[src/rtl/alu_pkg.sv]
// Shared ALU word types and the half-adder helper used by the segmented adder.
package alu_pkg;

    localparam int WORD_W = 32'd16;

    typedef logic [WORD_W-1:0] word_t;

    typedef struct packed {
        logic cout;
        logic ovf;
    } add_flags_t;

    // Returns {carry, sum} of two bits
    function automatic logic [1:0] half_add(input logic x, input logic y);
        return {x & y, x ^ y};
    endfunction

endpackage

[src/rtl/seg_pipe_adder_if.sv]
// Operand/result handshake bundle for seg_pipe_adder; the sub line exists only
// when SEG_PIPE_ADDER_SUB_EN is defined.
interface seg_pipe_adder_if #(
    parameter int WIDTH = alu_pkg::WORD_W
);
    logic             in_valid;
    logic             in_ready;
    logic [WIDTH-1:0] a;
    logic [WIDTH-1:0] b;
    logic             cin;
`ifdef SEG_PIPE_ADDER_SUB_EN
    logic             sub;
`endif
    logic             out_valid;
    logic             out_ready;
    logic [WIDTH-1:0] sum;
    logic             cout;
    logic             ovf;

    modport master (
        output in_valid, output a, output b, output cin,
`ifdef SEG_PIPE_ADDER_SUB_EN
        output sub,
`endif
        output out_ready,
        input  in_ready, input out_valid, input sum, input cout, input ovf
    );

    modport slave (
        input  in_valid, input a, input b, input cin,
`ifdef SEG_PIPE_ADDER_SUB_EN
        input  sub,
`endif
        input  out_ready,
        output in_ready, output out_valid, output sum, output cout, output ovf
    );
endinterface

[src/rtl/seg_add.sv]
// Combinational SEG_W-bit ripple adder; each bit is a full-adder cell made of two half adders.
module seg_add
    import alu_pkg::*;
#(
    parameter int SEG_W = 4
) (
    input  logic [SEG_W-1:0] a_seg,
    input  logic [SEG_W-1:0] b_seg,
    input  logic             ci,
    output logic [SEG_W-1:0] s_seg,
    output logic             co,
    output logic             c_msb
);

    // Ripple the carry through the segment, keeping the carry into the top bit
    always_comb begin
        logic [SEG_W:0] carry_s;
        logic [1:0]     h1_s;
        logic [1:0]     h2_s;
        carry_s    = {(SEG_W+1){1'b0}};
        h1_s       = 2'b00;
        h2_s       = 2'b00;
        s_seg      = {SEG_W{1'b0}};
        carry_s[0] = ci;
        for (int i = 0; i < SEG_W; i++) begin
            h1_s           = half_add(a_seg[i], b_seg[i]);
            h2_s           = half_add(h1_s[0], carry_s[i]);
            s_seg[i]       = h2_s[0];
            carry_s[i+1]   = h1_s[1] | h2_s[1];
        end
        co    = carry_s[SEG_W];
        c_msb = carry_s[SEG_W-1];
    end

endmodule

[src/rtl/seg_pipe_adder.sv]
// Pipelined ripple adder resolving SEG_W bits per clock with a global valid/ready stall.
// Optional subtract mode: define SEG_PIPE_ADDER_SUB_EN to add the sub input.
module seg_pipe_adder
    import alu_pkg::*;
#(
    parameter int WIDTH = WORD_W,
    parameter int SEG_W = 4
) (
    input  logic              clk,
    input  logic              rst_n,
    seg_pipe_adder_if.slave   bus
);
    localparam int STAGES = WIDTH / SEG_W;

    if ((WIDTH % SEG_W) != 0) begin : g_bad_cfg
        $fatal(1, "seg_pipe_adder: WIDTH must be a multiple of SEG_W");
    end

    logic             adv_s;
    logic [WIDTH-1:0] b0_s;
    logic             c0_s;
    logic             ovf_r;

    // Whole pipeline advances unless a finished result is waiting on the consumer
    always_comb begin
        adv_s = !bus.out_valid || bus.out_ready;
    end

    assign bus.in_ready = adv_s;

`ifdef SEG_PIPE_ADDER_SUB_EN
    // Subtract is a + ~b + 1; cin is ignored in that mode
    always_comb begin
        if (bus.sub) begin
            b0_s = ~bus.b;
            c0_s = 1'b1;
        end else begin
            b0_s = bus.b;
            c0_s = bus.cin;
        end
    end
`else
    // Addition only: operands pass straight into stage 0
    always_comb begin
        b0_s = bus.b;
        c0_s = bus.cin;
    end
`endif

    for (genvar k = 0; k < STAGES; k++) begin : g_stage
        localparam int CW = WIDTH - k*SEG_W;

        logic [CW-1:0]          a_cur_s;
        logic [CW-1:0]          b_cur_s;
        logic                   ci_s;
        logic                   v_cur_s;
        logic [SEG_W-1:0]       seg_s;
        logic                   co_s;
        logic                   c_msb_s;
        logic [(k+1)*SEG_W-1:0] s_nxt_s;
        logic                   vld_r;
        logic                   c_r;
        logic [(k+1)*SEG_W-1:0] s_r;

        if (k == 0) begin : g_head
            assign a_cur_s = bus.a;
            assign b_cur_s = b0_s;
            assign ci_s    = c0_s;
            assign v_cur_s = bus.in_valid;
            assign s_nxt_s = seg_s;
        end else begin : g_body
            assign a_cur_s = g_stage[k-1].g_fwd.a_r;
            assign b_cur_s = g_stage[k-1].g_fwd.b_r;
            assign ci_s    = g_stage[k-1].c_r;
            assign v_cur_s = g_stage[k-1].vld_r;
            assign s_nxt_s = {seg_s, g_stage[k-1].s_r};
        end

        seg_add #(.SEG_W(SEG_W)) u_seg_add (
            .a_seg (a_cur_s[SEG_W-1:0]),
            .b_seg (b_cur_s[SEG_W-1:0]),
            .ci    (ci_s),
            .s_seg (seg_s),
            .co    (co_s),
            .c_msb (c_msb_s)
        );

        // Stage register: valid, carry and the low sum bits resolved so far
        always_ff @(posedge clk or negedge rst_n) begin
            if (!rst_n) begin
                vld_r <= 1'b0;
                c_r   <= 1'b0;
                s_r   <= {((k+1)*SEG_W){1'b0}};
            end else if (adv_s) begin
                vld_r <= v_cur_s;
                c_r   <= co_s;
                s_r   <= s_nxt_s;
            end
        end

        if (k < STAGES-1) begin : g_fwd
            logic [CW-SEG_W-1:0] a_r;
            logic [CW-SEG_W-1:0] b_r;
            logic                unused_cmsb_s;

            assign unused_cmsb_s = c_msb_s;

            // Upper operand bits ride along until their segment is reached
            always_ff @(posedge clk or negedge rst_n) begin
                if (!rst_n) begin
                    a_r <= {(CW-SEG_W){1'b0}};
                    b_r <= {(CW-SEG_W){1'b0}};
                end else if (adv_s) begin
                    a_r <= a_cur_s[CW-1:SEG_W];
                    b_r <= b_cur_s[CW-1:SEG_W];
                end
            end
        end
    end

    // Signed overflow: carry into the MSB disagrees with carry out of it
    always_ff @(posedge clk or negedge rst_n) begin
        if (!rst_n) begin
            ovf_r <= 1'b0;
        end else if (adv_s) begin
            ovf_r <= g_stage[STAGES-1].co_s ^ g_stage[STAGES-1].c_msb_s;
        end
    end

    assign bus.out_valid = g_stage[STAGES-1].vld_r;
    assign bus.sum       = g_stage[STAGES-1].s_r;
    assign bus.cout      = g_stage[STAGES-1].c_r;
    assign bus.ovf       = ovf_r;

endmodule

[src/flat_wrapper.sv]
// flat-port wrapper written by rule: the top's interface ports become plain ports
module seg_pipe_adder_flat import alu_pkg::*;
#(
    parameter int WIDTH = WORD_W,
    parameter int SEG_W = 4
)
  (clk, rst_n, bus_in_valid, bus_a, bus_b, bus_cin, bus_out_ready, bus_in_ready, bus_out_valid, bus_sum, bus_cout, bus_ovf);
  seg_pipe_adder_if #(.WIDTH(WIDTH)) bus_i ();
  input  logic clk;
  input  logic rst_n;
  input wire logic [$bits(bus_i.in_valid)-1:0] bus_in_valid;
  input wire logic [$bits(bus_i.a)-1:0] bus_a;
  input wire logic [$bits(bus_i.b)-1:0] bus_b;
  input wire logic [$bits(bus_i.cin)-1:0] bus_cin;
  input wire logic [$bits(bus_i.out_ready)-1:0] bus_out_ready;
  output wire logic [$bits(bus_i.in_ready)-1:0] bus_in_ready;
  output wire logic [$bits(bus_i.out_valid)-1:0] bus_out_valid;
  output wire logic [$bits(bus_i.sum)-1:0] bus_sum;
  output wire logic [$bits(bus_i.cout)-1:0] bus_cout;
  output wire logic [$bits(bus_i.ovf)-1:0] bus_ovf;
  assign bus_i.in_valid = bus_in_valid;
  assign bus_i.a = bus_a;
  assign bus_i.b = bus_b;
  assign bus_i.cin = bus_cin;
  assign bus_i.out_ready = bus_out_ready;
  assign bus_in_ready = bus_i.in_ready;
  assign bus_out_valid = bus_i.out_valid;
  assign bus_sum = bus_i.sum;
  assign bus_cout = bus_i.cout;
  assign bus_ovf = bus_i.ovf;
  seg_pipe_adder #(.WIDTH(WIDTH), .SEG_W(SEG_W)) u_core (.clk(clk), .rst_n(rst_n), .bus(bus_i));
endmodule
[config.mk]
export PLATFORM = sky130hd
export DESIGN_NAME = seg_pipe_adder_flat
export DESIGN_NICKNAME = d
export VERILOG_FILES = /design/src/rtl/alu_pkg.sv /design/src/rtl/seg_pipe_adder_if.sv /design/src/rtl/seg_add.sv /design/src/rtl/seg_pipe_adder.sv /design/src/flat_wrapper.sv
export SDC_FILE = /design/constraint.sdc
export NUM_CORES = 1
export LEC_CHECK = 0
export ABC_AREA = 1
export BUFFER_PORTS_ARGS = -buffer_cell sky130_fd_sc_hd__buf_4
export CAP_MARGIN = 20
export CORE_AREA = 2 2 88 90
export CTS_CLUSTER_SIZE = 24
export DETAILED_ROUTE_END_ITERATION = 16
export DIE_AREA = 0 0 90 92
export PLACE_DENSITY_LB_ADDON = 0.25
export SYNTH_ARGS = -nofsm -noshare
export SYNTH_HDL_FRONTEND = slang
export SYNTH_HIERARCHICAL = 1
export SYNTH_SLANG_ARGS = --single-unit
[constraint.sdc]
create_clock -name clk -period 2.5 [get_ports clk]
set_clock_uncertainty 0.05 [all_clocks]
set_input_delay 0.25 -clock clk [delete_from_list [all_inputs] [get_ports clk]]
set_output_delay 0.25 -clock clk [all_outputs]
set_load 0.01 [all_outputs]
==> Flow_metrics.wiki, run 1 <==
{| class="wikitable"
! Metric !! Value
|-
| Post-Place Cell Area || between 4000 and 5000 sq um
|-
| Number of nets in the finished design || 568
|-
| Number of warnings issued by yosys || 6
|-
| Instance count of the mapped netlist || 463
|-
| CP Data Arrival Time || roughly 2500 ps
|-
| Gpl congestion || 0.742
|-
| HPWL after detailed placement || approximately 4500 um
|-
| Cells taking the most area after synthesis || dfrtp_1 (59%), nand2_1 (24%), fa_1 (7.8%)
|-
| Share of final-layout standard cells stronger than drive strength 1 || 14.8%
|-
| Highest-delay cell along the critical path || fa_1
|-
| Violation count after the first detailed-routing iteration || 183
|-
| Count of cell types in the netlist || 12
|-
| R2R depth || 10
|-
| Sequential cell area fraction in the yosys report || roughly three fifths
|-
| Tot GR Track Use || 18.6%
|-
| Worst-path clk slew || about 90 ps
|-
| Number of placement rows || 32
|-
| Synth Register Bits || 97
|-
| Via density per instance || about 4.6
|-
| Setup repair after global routing missed its margin || no
|-
| Worst Hold Depth || 3
|-
| Die extent in y || 92 um
|-
| Routed WL || just under 7000 um
|-
| Max clock buf depth || 2
|-
| Start-to-end type of the worst setup path || flip-flop to flip-flop
|-
| Kind of cell adding the most delay to the critical path || adder cells
|-
| Setup_tns || 0 ps
|-
| Peak supply drop || a little over 500 uV
|-
| Sort of element at the start of the critical path || flip-flop
|-
| Cell area power density || 1160 nW/um^2
|-
| Cell chosen for the clock root || clkbuf_8
|-
| Port bufs || between 50 and 60
|-
| CTS Buf Count || 9
|-
| Cell taking the most area after synthesis || dfrtp_1
|-
| Worst-path maximum fanout || 2
|-
| Layout overhead on the synthesized area || 17.3%
|-
| Slowest stage delay, CP || between 400 and 500 ps
|-
| Number of antenna cells inserted || 0
|-
| Mean instance size in the synthesized netlist || 8.89 sq um
|-
| Pin count of the biggest net entering global routing || 97
|-
| Clock insertion delay at the later pin of the skew report || 350 ps
|-
| Layout Cell Area excl Fill || just under 5000 sq um
|-
| I/O pin total || 57
|-
| Die outline area || ~8300 sq um
|-
| Chip Width || 90 um
|-
| Post-detailed-route DRC marker count || 0
|-
| Syn_nets || 516
|-
| Wire length per cell || 11.2 um
|-
| Shortest period the worst path allows || 2280 ps
|-
| Detailed-routing iteration count for the pre-antenna-repair pass || 5
|-
| Total congestion overflow after global routing || 0
|-
| Worst slew slack as a fraction of its limit || ~54%
|-
| Kind of path behind the tightest hold check || input port to flip-flop
|-
| Maximum achievable frequency || 439 MHz
|-
| Core Region || 7450 sq um
|-
| Wire length of the first global-routing pass || approximately 12000 um
|-
| Area share of the leading cell type in the synthesized netlist || 58.9%
|-
| Final setup violation count || 0
|-
| CTS tree || yes
|-
| Max-cap viol count || 0
|-
| Clock tree sinks || 97
|-
| Data required time of the worst path || 2680 ps
|-
| Initial Util || 55.3%
|-
| Crit path buffers/inverters || 4
|-
| Outcome || finished, final reports clean
|-
| Endpoint type of the worst setup path || flip-flop
|-
| Transition time at the pin with the least slew margin || 684 ps
|-
| Number of cells on the critical path || 10
|-
| Fin. Hold Viols || 0
|-
| Number of global-route vias before repair || 2871
|-
| Total via count after detailed routing || between 2000 and 3000
|-
| Cell-by-cell listing of the critical path || inv_1 -> fa_1 -> inv_1 -> fa_1 -> inv_1 -> fa_1 -> inv_1 -> fa_1 -> nand2_1 -> o21ai_0
|-
| Antenna-violating nets left || 0
|-
| Count of H-tree levels built during CTS || 3
|-
| Leakage power || 2.71 nW
|-
| Initial antenna violation count || 0
|-
| Slew Viols, Final || 0
|-
| Part of the cycle the worst path needs || 91.1%
|-
| Mapped Area || 4120 sq um
|}
==> stage by stage <==
| step | hold WS, ps | worst slack (ps) | total power, mW | utilization (%) | std cells |
|---|---|---|---|---|---|
| final | 37.7 | 223 | 5.60 | 64.8 | 621 |
| after global routing | 28.1 | 70.6 | 6.13 | 64.8 | 621 |
| after CTS | 20.0 | 209 | 5.67 | 64.8 | 621 |
| after detailed placement | 283 | 221 | 4.65 | 62.1 | 605 |
| after global placement | 282 | 287 | 4.54 | 62.1 | 605 |
| after floorplan | -95.6 | 355 | 3.95 | - | 463 |
==> placed cells by master (no fill, tap or decap), types with 2 or more instances in the layout <==
cell type,n
buf_4,58
buf_12,2
clkinvlp_4,2
clkbuf_8,10
dfrtp_1,97
nand2_1,262
inv_1,50
fa_1,16
o21ai_0,14
==> cell type report <==
| cell class | instances | area (sq um) |
|---|---|---|
| Clock buffer | 11 | 141 |
| Clock inverter | 4 | 53.8 |
| Fill cell | 673 | 2620 |
| Inverter | 51 | 191 |
| Multi-Input combinational cell | 295 | 1400 |
| Sequential cell | 97 | 2430 |
| Tap cell | 102 | 128 |
| Timing Repair Buffer | 61 | 485 |
==> where the power goes <==
part           switching (mW)  internal, mW
clock network           0.508         0.486
logic                    1.18         0.823
registers               0.365          2.24
total                    2.05          3.55
==> Yosys cell counts <==
library cell	number
buf_2	16
inv_2	1
clkbuf_1	2
dfrtp_1	97
nand2_1	262
buf_4	2
o21ai_0	14
inv_1	50
nand2_2	1
fa_1	16
nor2_4	1
nand3_1	1
==> what timing repair did <==
item                      CTS  global route
setup buffers               0             0
hold endpoints to repair   53             0
gates resized for setup     0             0
hold buffers                1             0
==> cells by family after synthesis <==
kind of cell	share of synthesized area (%)
simple gates	24.4
flops	58.9
compound gates	1.70
buf+inv	7.14
fa+ha+maj	7.78
==> final timing paths <==
path                                                       startpoint                                    endpoint  slack, ps
max                        u_core/g_stage[1].g_fwd.a_r[0]$_DFFE_PN0P_       u_core/g_stage[2].s_r[11]$_DFFE_PN0P_        220
min                                                         bus_b[11]  u_core/g_stage[0].g_fwd.b_r[7]$_DFFE_PN0P_         40
max reg2reg                u_core/g_stage[1].g_fwd.a_r[0]$_DFFE_PN0P_       u_core/g_stage[2].s_r[11]$_DFFE_PN0P_        220
min reg2reg                       u_core/g_stage[2].vld_r$_DFFE_PN0P_            u_core/bus.out_valid$_DFFE_PN0P_        410
max in group asynchronous                                       rst_n        u_core/g_stage[0].s_r[3]$_DFFE_PN0P_       1300
min in group asynchronous                                       rst_n        u_core/g_stage[2].s_r[1]$_DFFE_PN0P_        430
==> sequential cells by signal, indices dropped and copies added (netlist names) <==
| name | cells |
|---|---|
| u_core/bus.cout | 1 |
| u_core/bus.out_valid | 1 |
| u_core/bus.ovf | 1 |
| u_core/bus.sum | 16 |
| u_core/g_stage.c_r | 3 |
| u_core/g_stage.g_fwd.a_r | 24 |
| u_core/g_stage.g_fwd.b_r | 24 |
| u_core/g_stage.s_r | 24 |
| u_core/g_stage.vld_r | 3 |
==> layer usage <==
layer  vias up  wire [um]  GRT usage [%]
met2        64       3420           32.3
met4         0         72           5.90
met1      1365       3180           23.2
met3         6        296           4.68
li1       1451          -              -
met5         -          0              0
==> tightest hold or removal path, delay by kind of cell <==
| family | cells | cell delay (ps) |
|---|---|---|
| buffers and inverters | 1 | 70 |
| AND/OR/NAND/NOR | 2 | 90 |
Note: power is estimated with default switching activity, not from simulation.
==> inputs of run 2 (changes only) <==
Settings changed: CORE_AREA 2 2 88 90 to 2 2 93 86, DIE_AREA 0 0 90 92 to 0 0 95 88.
==> run 2 against run 1 <==
- via count down 2.8%
- global-route usage fell by 0.35 points
- final area is 0.62% lower
- routed wire length is 5.5% lower
- critical path depth unchanged
- largest cell class unchanged
- largest power group unchanged
- highest routed layer unchanged
==> Flow_metrics.wiki, run 2 (same netlist as run 1, synthesis figures left out) <==
{| class="wikitable"
! Metric !! Value
|-
| Outcome || finished, final reports clean
|-
| Post_cts resized || 0 (unchanged)
|-
| Worst setup path startpoint || u_core/g_stage[1].g_fwd.a_r[0]$_DFFE_PN0P_
|-
| Clock tree sinks || 97 (unchanged)
|-
| Slowest stage delay, CP || 410 ps (about the same)
|-
| Count of buffers added by post-CTS timing repair for setup || 0 (unchanged)
|-
| Peak supply drop || 599 uV (+18%)
|-
| Gpl congestion || 0.745 (+0.35%)
|-
| Setup repair after global routing missed its margin || no
|-
| CTS tree || yes
|-
| Number of antenna cells inserted || 0 (unchanged)
|-
| I/O pin total || 57 (unchanged)
|-
| Setup_tns || 0 ps (unchanged)
|-
| Routed WL || 6590 um (-5.5%)
|-
| Clock insertion delay at the later pin of the skew report || 350 ps (about the same)
|-
| Number of global-route vias before repair || 2771 (-3.5%)
|-
| CP Data Arrival Time || 2430 ps (-30 ps)
|-
| Number of nets in the finished design || 569 (+0.18%)
|-
| Start-to-end type of the worst setup path || flip-flop to flip-flop
|-
| Worst min-delay path startpoint || bus_a[13]
|-
| Pin count of the biggest net entering global routing || 97 (unchanged)
|-
| Initial antenna violation count || 0 (unchanged)
|-
| Sort of element at the start of the critical path || flip-flop
|-
| Wire length of the first global-routing pass || 11900 um (-3.7%)
|-
| Cell area power density || 1140 nW/um^2 (-1.8%)
|-
| Register-to-register setup slack || 220 ps (about the same)
|-
| Layout Cell Area excl Fill || 4800 sq um (-0.62%)
|-
| Commonest cells after routing, fill and taps aside || nand2_1 (262), dfrtp_1 (97), buf_4 (60)
|-
| Beginning of the worst register-to-register path || u_core/g_stage[1].g_fwd.a_r[0]$_DFFE_PN0P_
|-
| Wire length per cell || 10.7 um (-4.8%)
|-
| CTS Buf Count || 9 (unchanged)
|-
| Chip Width || 95 um (+5.6%)
|-
| Data required time of the worst path || 2650 ps (-30 ps)
|-
| Number of placement rows || 30 (-6.3%)
|-
| Post-Place Cell Area || 4610 sq um (-0.27%)
|-
| Via density per instance || 4.55 (-2.2%)
|-
| Final setup violation count || 0 (unchanged)
|-
| Fin. Hold Viols || 0 (unchanged)
|-
| Max clock buf depth || 2 (unchanged)
|-
| Registers with the highest flip-flop counts || u_core/g_stage.g_fwd.a_r: 24 flops, u_core/g_stage.g_fwd.b_r: 24 flops, u_core/g_stage.s_r: 24 flops
|-
| Leakage power || 2.71 nW (-0.13%)
|-
| Highest-delay cell along the critical path || fa_1
|-
| Cell chosen for the clock root || clkbuf_8
|-
| Port bufs || 56 (unchanged)
|-
| Transition time at the pin with the least slew margin || 807 ps (+123 ps)
|-
| Endpoint type of the worst setup path || flip-flop
|-
| Violation count after the first detailed-routing iteration || 165 (-9.8%)
|-
| Slew Viols, Final || 0 (unchanged)
|-
| Worst-path clk slew || 90 ps (about the same)
|-
| Shortest period the worst path allows || 2280 ps (+6.00 ps)
|-
| Total via count after detailed routing || 2805 (-2.8%)
|-
| Count of H-tree levels built during CTS || 3 (unchanged)
|-
| Core Region || 7390 sq um (-0.71%)
|-
| Max-cap viol count || 0 (unchanged)
|-
| CTS Hold Bufs || 1 (unchanged)
|-
| Part of the cycle the worst path needs || 91.3% (+0.24 points)
|-
| Tot GR Track Use || 18.3% (-0.35 points)
|-
| Cell-by-cell listing of the critical path || inv_1 -> fa_1 -> inv_1 -> fa_1 -> inv_1 -> fa_1 -> inv_1 -> fa_1 -> nand2_1 -> o21ai_0
|-
| Antenna-violating nets left || 0 (unchanged)
|-
| Die outline area || 8360 sq um (+0.97%)
|-
| Worst slew slack as a fraction of its limit || 46.2% (-8.2 points)
|-
| Worst-path maximum fanout || 2 (unchanged)
|-
| Share of final-layout standard cells stronger than drive strength 1 || 15.4% (+0.52 points)
|-
| Die extent in y || 88 um (-4.3%)
|-
| Layout overhead on the synthesized area || 16.5%
|-
| Post-detailed-route DRC marker count || 0 (unchanged)
|-
| Most common cell after layout, fill and taps aside || nand2_1
|-
| Total congestion overflow after global routing || 0 (unchanged)
|-
| Detailed-routing iteration count for the pre-antenna-repair pass || 4 (-1)
|-
| Kind of path behind the tightest hold check || input port to flip-flop
|-
| Total Power || 5.46 mW (-2.5%)
|-
| HPWL after detailed placement || 4360 um (-3.2%)
|-
| Maximum achievable frequency || 438 MHz (-0.26%)
|-
| Initial Util || 55.7% (+0.39 points)
|}
==> run 2: changes by cell type in the layout (fill, tap and decap cells not counted) <==
cell,before,now
buf_4,58,60
clkinv_2,0,2
clkinv_4,1,0
bufinv_16,1,0
clkbuf_8,10,9
inv_6,0,2
inv_8,0,1
buf_12,2,1
clkbuf_1,1,0
==> run 2: metrics by stage <==
| step | hold WS, ps | utilization [%] | std cells | setup WS, ps |
|---|---|---|---|---|
| after floorplan | -95.6 | - | 463 | 355 |
| after global placement | 354 | 62.4 | 600 | 269 |
| after detailed placement | 347 | 62.4 | 600 | 202 |
| after CTS | 24.5 | 64.9 | 617 | 209 |
| after global routing | 27.4 | 64.9 | 617 | 80.4 |
| final | 45.5 | 64.9 | 617 | 217 |
==> run 2: layout make-up <==
cell class                      instances  area (sq um)
Fill cell                             639          2600
Sequential cell                        97          2430
Multi-Input combinational cell        295          1400
Timing Repair Buffer                   62           480
Inverter                               51           191
Clock buffer                            9           124
Tap cell                               96           120
Clock inverter                          7          53.8
==> run 2: where the power goes <==
part,switching (mW),leakage [nW],internal [mW]
clock,0.536,0.0879,0.372
combinational,1.13,1.44,0.813
sequential,0.368,1.18,2.24
total,2.04,2.71,3.43
==> run 2: critical path, delay by kind of cell, from the launching register on <==
kind,cells,cell delay [ps]
AO/OA/AOI/OAI,1,110
adder cells (fa/ha/maj),4,1310
buffers and inverters,4,250
flip-flops,1,350
AND/OR/NAND/NOR,1,80
==> run 2: final timing paths <==
kind                                                                     to  depth (start not counted)
worst max register to register        u_core/g_stage[2].s_r[11]$_DFFE_PN0P_                         10
worst min-delay path             u_core/g_stage[0].g_fwd.a_r[9]$_DFFE_PN0P_                          3
min in group asynchronous              u_core/g_stage[2].s_r[2]$_DFFE_PN0P_                          2
worst min register to register             u_core/bus.out_valid$_DFFE_PN0P_                          2
worst max-delay path                  u_core/g_stage[2].s_r[11]$_DFFE_PN0P_                         10
max in group asynchronous       u_core/g_stage[0].g_fwd.b_r[10]$_DFFE_PN0P_                          3
==> run 2: routing by layer <==
layer	up-vias	share of wire, %	GRT usage [%]
li1	1453	-	-
met3	7	4.0	4.39
met2	51	47	31.1
met5	-	0	0
met1	1294	48	23.4
met4	0	0.93	5.93
